==> config.mk <==
export PLATFORM = sky130hd
export DESIGN_NAME = ramp_soft_start_ctrl
export DESIGN_NICKNAME = d
export VERILOG_FILES = /design/src/rtl/ramp_pkg.sv /design/src/rtl/ramp_soft_start_ctrl_tick_prescaler.sv /design/src/rtl/ramp_soft_start_ctrl.sv
export SDC_FILE = /design/constraint.sdc
export NUM_CORES = 1
export LEC_CHECK = 0
export CORE_MARGIN = 8
export CORE_UTILIZATION = 40
export DETAILED_ROUTE_END_ITERATION = 10
export SLEW_MARGIN = 25
export SYNTH_ARGS = -nofsm -noshare
export SYNTH_HDL_FRONTEND = slang
export SYNTH_SLANG_ARGS = --single-unit
==> constraint.sdc <==
create_clock -name clk -period 7.1 [get_ports clk]
set_clock_uncertainty 0.2 [all_clocks]
set_input_delay 1.42 -clock clk [delete_from_list [all_inputs] [get_ports clk]]
set_output_delay 1.42 -clock clk [all_outputs]
set_load 0.01 [all_outputs]
==> src/rtl/ramp_pkg.sv <==
// Shared types and duty thresholds for the soft-start ramp controller.
package ramp_pkg;

    typedef enum logic [1:0] {
        S_IDLE,
        S_RAMP_UP,
        S_RUN,
        S_RAMP_DOWN
    } state_e;

    // Ramp rate latched when a ramp-up begins; ramp-down always runs fast.
    typedef enum logic {
        RATE_FAST,
        RATE_SLOW
    } rate_e;

    // Full-scale duty for a given PWM width.
    function automatic int dmax(input int bits);
        return (1 << bits) - 1;
    endfunction

    // 30 % of full scale, truncated.
    function automatic int th_30(input int bits);
        return (dmax(bits) * 3) / 10;
    endfunction

    // 50 % of full scale, truncated.
    function automatic int th_50(input int bits);
        return dmax(bits) / 2;
    endfunction

endpackage

==> src/rtl/ramp_soft_start_ctrl_tick_prescaler.sv <==
// Divides clk down to a one-cycle tick every DIV enabled cycles.
module tick_prescaler #(
    parameter int DIV = 10_000_000
) (
    input  logic clk,
    input  logic rst_n,
    input  logic en,
    input  logic clr,
    output logic tick
);

    localparam int CW = $clog2(DIV);
    localparam logic [CW-1:0] LAST = CW'(DIV - 1);

    logic [CW-1:0] cnt_q, cnt_d;

    assign tick = en && (cnt_q == LAST);

    // Next count: clear wins, otherwise count while enabled and wrap after the tick.
    always_comb begin
        // NOTE: default assigned first so no path leaves cnt_d unassigned (no latch).
        cnt_d = cnt_q;
        if (clr) begin
            cnt_d = '0;
        end else if (en) begin
            cnt_d = tick ? '0 : cnt_q + CW'(1);
        end
    end

    // Count register.
    always_ff @(posedge clk or negedge rst_n) begin
        // NOTE: non-blocking assignments keep every flop sampling pre-edge values.
        if (!rst_n) begin
            cnt_q <= '0;
        end else begin
            cnt_q <= cnt_d;
        end
    end

endmodule

==> src/rtl/ramp_soft_start_ctrl.sv <==
// Soft-start PWM duty ramp: fast/slow ramp up, fast ramp down, registered PWM and flags.
module ramp_soft_start_ctrl
    import ramp_pkg::*;
#(
    parameter int TICK_DIV   = 10_000_000,
    parameter int FAST_TICKS = 1,
    parameter int SLOW_TICKS = 3,
    parameter int PWM_BITS   = 8,
    parameter int DUTY_STEP  = 64
) (
    input  logic                clk,
    input  logic                rst_n,
    input  logic                ena,
    input  logic                start_fast,
    input  logic                start_slow,
    input  logic                stop,
    output logic [PWM_BITS-1:0] duty,
    output logic                pwm,
    output logic                out_30,
    output logic                out_50,
    output logic                out_100,
    output logic                busy,
    output logic                at_speed
);

    localparam logic [PWM_BITS-1:0] DMAX     = PWM_BITS'(dmax(PWM_BITS));
    localparam logic [PWM_BITS-1:0] TH30     = PWM_BITS'(th_30(PWM_BITS));
    localparam logic [PWM_BITS-1:0] TH50     = PWM_BITS'(th_50(PWM_BITS));
    localparam logic [PWM_BITS-1:0] STEP_W   = PWM_BITS'(DUTY_STEP);
    localparam logic [PWM_BITS:0]   STEP_EXT = {1'b0, STEP_W};
    localparam logic [3:0]          FAST_R   = 4'(FAST_TICKS);
    localparam logic [3:0]          SLOW_R   = 4'(SLOW_TICKS);

    state_e              state_q, state_d;
    rate_e               rate_q, rate_d;
    logic [PWM_BITS-1:0] duty_q, duty_d;
    logic [3:0]          step_cnt_q, step_cnt_d;
    logic [PWM_BITS-1:0] pwm_cnt_q;
    logic                pwm_q, out_30_q, out_50_q, out_100_q, busy_q, at_speed_q;

    logic                tick, step_evt, state_chg, pre_en, start_any;
    logic [3:0]          step_rate;
    logic [PWM_BITS:0]   duty_sum;
    logic [PWM_BITS-1:0] duty_up, duty_dn;

    // Prescaler only runs while a ramp is in progress.
    assign pre_en    = ena && ((state_q == S_RAMP_UP) || (state_q == S_RAMP_DOWN));
    assign state_chg = (state_d != state_q);
    assign start_any = start_fast || start_slow;

    tick_prescaler #(
        .DIV (TICK_DIV)
    ) u_prescaler (
        .clk   (clk),
        .rst_n (rst_n),
        .en    (pre_en),
        .clr   (state_chg),
        .tick  (tick)
    );

    // Ticks per duty step: ramp-down always fast, ramp-up uses the latched rate.
    assign step_rate = (state_q == S_RAMP_DOWN || rate_q == RATE_FAST) ? FAST_R : SLOW_R;
    assign step_evt  = tick && (step_cnt_q == step_rate - 4'd1);

    // Saturating duty arithmetic.
    assign duty_sum = {1'b0, duty_q} + STEP_EXT;
    assign duty_up  = (duty_sum >= {1'b0, DMAX}) ? DMAX : duty_sum[PWM_BITS-1:0];
    assign duty_dn  = ({1'b0, duty_q} > STEP_EXT) ? (duty_q - STEP_W) : '0;

    // Step counter: cleared on any state change, wraps after each step event.
    always_comb begin
        step_cnt_d = step_cnt_q;
        if (state_chg) begin
            step_cnt_d = '0;
        end else if (tick) begin
            step_cnt_d = step_evt ? 4'd0 : step_cnt_q + 4'd1;
        end
    end

    // FSM next state, latched rate and duty; everything holds while ena is low.
    always_comb begin
        state_d = state_q;
        rate_d  = rate_q;
        duty_d  = duty_q;
        if (ena) begin
            case (state_q)
                S_IDLE: begin
                    duty_d = '0;
                    if (!stop && start_any) begin
                        state_d = S_RAMP_UP;
                        rate_d  = start_slow ? RATE_SLOW : RATE_FAST;
                    end
                end
                S_RAMP_UP: begin
                    if (stop) begin
                        state_d = S_RAMP_DOWN;
                    end else if (step_evt) begin
                        duty_d = duty_up;
                        if (duty_up == DMAX) state_d = S_RUN;
                    end
                end
                S_RUN: begin
                    if (stop) state_d = S_RAMP_DOWN;
                end
                S_RAMP_DOWN: begin
                    if (!stop && start_any) begin
                        state_d = S_RAMP_UP;
                        rate_d  = start_slow ? RATE_SLOW : RATE_FAST;
                    end else if (step_evt) begin
                        duty_d = duty_dn;
                        if (duty_dn == '0) state_d = S_IDLE;
                    end
                end
                default: state_d = S_IDLE;
            endcase
        end
    end

    // Control state registers.
    always_ff @(posedge clk or negedge rst_n) begin
        if (!rst_n) begin
            state_q    <= S_IDLE;
            rate_q     <= RATE_FAST;
            duty_q     <= '0;
            step_cnt_q <= '0;
        end else begin
            state_q    <= state_d;
            rate_q     <= rate_d;
            duty_q     <= duty_d;
            step_cnt_q <= step_cnt_d;
        end
    end

    // PWM counter and registered outputs, each one cycle behind its cause.
    always_ff @(posedge clk or negedge rst_n) begin
        if (!rst_n) begin
            pwm_cnt_q  <= '0;
            pwm_q      <= 1'b0;
            out_30_q   <= 1'b0;
            out_50_q   <= 1'b0;
            out_100_q  <= 1'b0;
            busy_q     <= 1'b0;
            at_speed_q <= 1'b0;
        end else begin
            if (ena) pwm_cnt_q <= pwm_cnt_q + PWM_BITS'(1);
            pwm_q      <= (pwm_cnt_q < duty_q);
            out_30_q   <= (duty_q >= TH30);
            out_50_q   <= (duty_q >= TH50);
            out_100_q  <= (duty_q == DMAX);
            busy_q     <= (state_q == S_RAMP_UP) || (state_q == S_RAMP_DOWN);
            at_speed_q <= (state_q == S_RUN);
        end
    end

    assign duty     = duty_q;
    assign pwm      = pwm_q;
    assign out_30   = out_30_q;
    assign out_50   = out_50_q;
    assign out_100  = out_100_q;
    assign busy     = busy_q;
    assign at_speed = at_speed_q;

endmodule
==> flow_summary.ini <==
[detailed_routing]
drc = 0
dr.pass1.iters = 5
wl_microns = 6610
drt_iter0_markers = 104
num_vias = 2440
ant_nets = 0
viasPerCell = 5.41
wl_per_cell_microns = 14.7

[power]
pwr-share-clk_pct = 17.4
ir_drop_uv = 135
p_leak_nw = 1.57
switching_power_mw = 0.489
power_mw = 1.21
combPwrFrac_pct = 45.8
seq_power_share_pct = 36.8
powerDensity_nw_per_um2 = 347
swShare_pct = 40.3
intPower_mw = 0.724

[yosys]
synth_edf_count = 0
synth_top_area_cell = dfrtp_1
yosys-top-cells-area = dfrtp_1, ha_1, nor2_1
synthCells = 331
yosys-top-cells-count = dfrtp_1, nor2_1, nand2_1
ys_ff_latch = 53
syn_avg_cell_area_sq_um = 9.43
yosysWarnings = 0
synth_nets = 357
synthDistinctLibCells = 58
async_flop_share_pct = 100
ys.flop_type = dfrtp_1
synth_top_area_share_pct = 42.5
yosys.cell_count.top_type = dfrtp_1
synth-seq-area-share_pct = 42.5
netlist_area_sq_um = 3120

[timing]
worstMarginPinSlew_ns = 0.893
slew_violations = 0
fmax_ghz = 0.210
setup_tns_ns = 0
min_period_over_period_pct = 67.1
period_needed_ns = 4.76
relSlewSlack_pct = 40.3
layout_setup_ws_ns = 2.34
hold_slack_ns = 0.282
setup_viol_count_final = 0
rsz0062_at_grt = false
hold_viol = 0

[place]
gp_congestion = 0.874
dpl.hpwl_microns = 4650
port_buffers = 19
placed_area_sq_um = 3380
pre_cts_ws_ns = 2.08

[clock_network]
cts_resized = 0
cts_htree_levels = 2
cts_tree = yes
cts_setup_buffers = 0
clock_latency_ns = 0.30
root_buffer = clkbuf_8
clock_sinks = 53
cts_made_buffers = 5
cts_hold_buf = 0
clk_pin_slew_ns = 0.09
clockBufferDepth = 2

[layout]
drive_gt1_share_pct = 6.59
area_growth_pct = 12.1
nets = 374
n_fill_cell = 727
n_antenna_cell = 0
design_area_sq_um = 3500

[worst_setup_path]
reg2reg_to = u_prescaler.cnt_q[5]$_DFFE_PN0P_
cp.arrival_ns = 4.73
crit_type = in -> reg
path_max_fanout = 24
worst_setup_path_start_kind = input pin
cp_data_required_time_ns = 7.07
r2r_slack_ns = 3.52
rr_worst_depth = 10
r2r-start = state_q[1]$_DFF_PN0_
crit_path_end_kind = register

[worst_hold_path]
worstHoldEndpoint = pwm_cnt_q[7]$_DFFE_PN0P_
min_from = pwm_cnt_q[7]$_DFFE_PN0P_
worstHoldPathCells = 1
min_path_type = reg -> reg

[floorplan]
core-area_sq_um = 7650
fp-row-count = 32
die-height_microns = 104
start_util_pct = 40.8
die-area_sq_um = 10900
die_w_microns = 104
io_pins = 20

[global_route]
grt_overflow = 0
grt_pass1_vias = 2392
antenna_found_initial = 0
grt_max_degree = 54
grt_usage_pct = 12.4
grt_first_pass_wirelength_microns = 11500

[run]
maxCapViolations = 0

[outcome]
outcome = completed
==> worst max path at each step <==
| stage | startpoint | slack (ns) | cells past startpoint | endpoint |
|---|---|---|---|---|
| floorplan | ena | 3.81 | 10 | u_prescaler.cnt_q[10]$_DFFE_PN0P_ |
| global placement | ena | 2.14 | 9 | u_prescaler.cnt_q[5]$_DFFE_PN0P_ |
| detailed placement | ena | 2.08 | 9 | u_prescaler.cnt_q[5]$_DFFE_PN0P_ |
| CTS | ena | 2.41 | 9 | u_prescaler.cnt_q[5]$_DFFE_PN0P_ |
| global route | ena | 2.12 | 9 | u_prescaler.cnt_q[5]$_DFFE_PN0P_ |
| finish | ena | 2.34 | 9 | u_prescaler.cnt_q[5]$_DFFE_PN0P_ |
==> flip-flops by register name (all words and copies together) (netlist names) <==
register and cells:
busy 1, out_100 1, duty 8, pwm 1
state_q 2, out_50 1, pwm_cnt_q 8, step_cnt_q 4
at_speed 1, u_prescaler.cnt_q 24, rate_q 1, out_30 1
==> cell usage in the layout, fill, tap and decap left out, drive strengths merged, types with 5 or more instances in the layout <==
cell type      netlist  final
a211oi               5      5
a21o                 6      6
a21oi               13     13
and2                 7      7
and3                 6      6
clkbuf               3      7
clkdlybuf4s50        0     18
dfrtp               53     53
ha                  20     20
inv                 15     15
nand2               25     25
nand3               10     10
nand4               15     15
nor2                47     47
nor3                10     10
o21a                 5      5
o21ai               10     10
xnor2                7      7
xor2                19     19
==> worst max-delay path: stages <==
cell,delay (ns)
clkdlybuf4s50_1,1.05
o211a_1,0.32
nand4_1,0.14
and4bb_4,0.45
a21oi_2,0.09
o31ai_2,0.74
nor3b_2,0.32
xnor2_1,0.14
nor2_1,0.06
==> metrics by stage <==
| step | instances | util [%] |
|---|---|---|
| after floorplan | 331 | - |
| after global placement | 443 | 44.3 |
| final | 451 | 45.8 |
| after CTS | 451 | 45.8 |
| after detailed placement | 443 | 44.3 |
| after global routing | 451 | 45.8 |
==> final cells by class <==
class | count | area, sq um | area share, %
Multi-Input combinational cell | 253 | 1680 | 48.0
Sequential cell | 53 | 1330 | 37.9
Timing Repair Buffer | 20 | 193 | 5.50
Tap cell | 102 | 128 | 3.65
Clock buffer | 7 | 86.3 | 2.47
Inverter | 15 | 56.3 | 1.61
Clock inverter | 1 | 30.0 | 0.858
==> cell families after synthesis <==
logic type | synth area share, %
muxes | 1.36
adders and majority gates | 8.02
xor gates and xnor gates | 7.29
buffers and inverters | 3.65
and+or+nand+nor | 22.8
AOI/OAI and AO/OA | 14.4
DFF | 42.5
==> metal layers <==
layer  global-route usage, %  up-vias  part of all wire, %
met5                       0        -                    0
li1                        -     1194                    -
met1                    17.0     1200                   51
met3                    1.98        7                  3.4
met4                    3.72        0                  1.2
met2                    19.5       39                   44
==> power by group through the flow <==
stage / logic (mW) / clock network [mW] / registers [mW]
finish: 0.556 / 0.211 / 0.446
global route: 0.622 / 0.229 / 0.459
CTS: 0.560 / 0.221 / 0.445
detailed placement: 0.556 / 0 / 0.450
global placement: 0.552 / 0 / 0.448
floorplan: 0.396 / 0 / 0.447
Power figures use the tool's default switching activity.
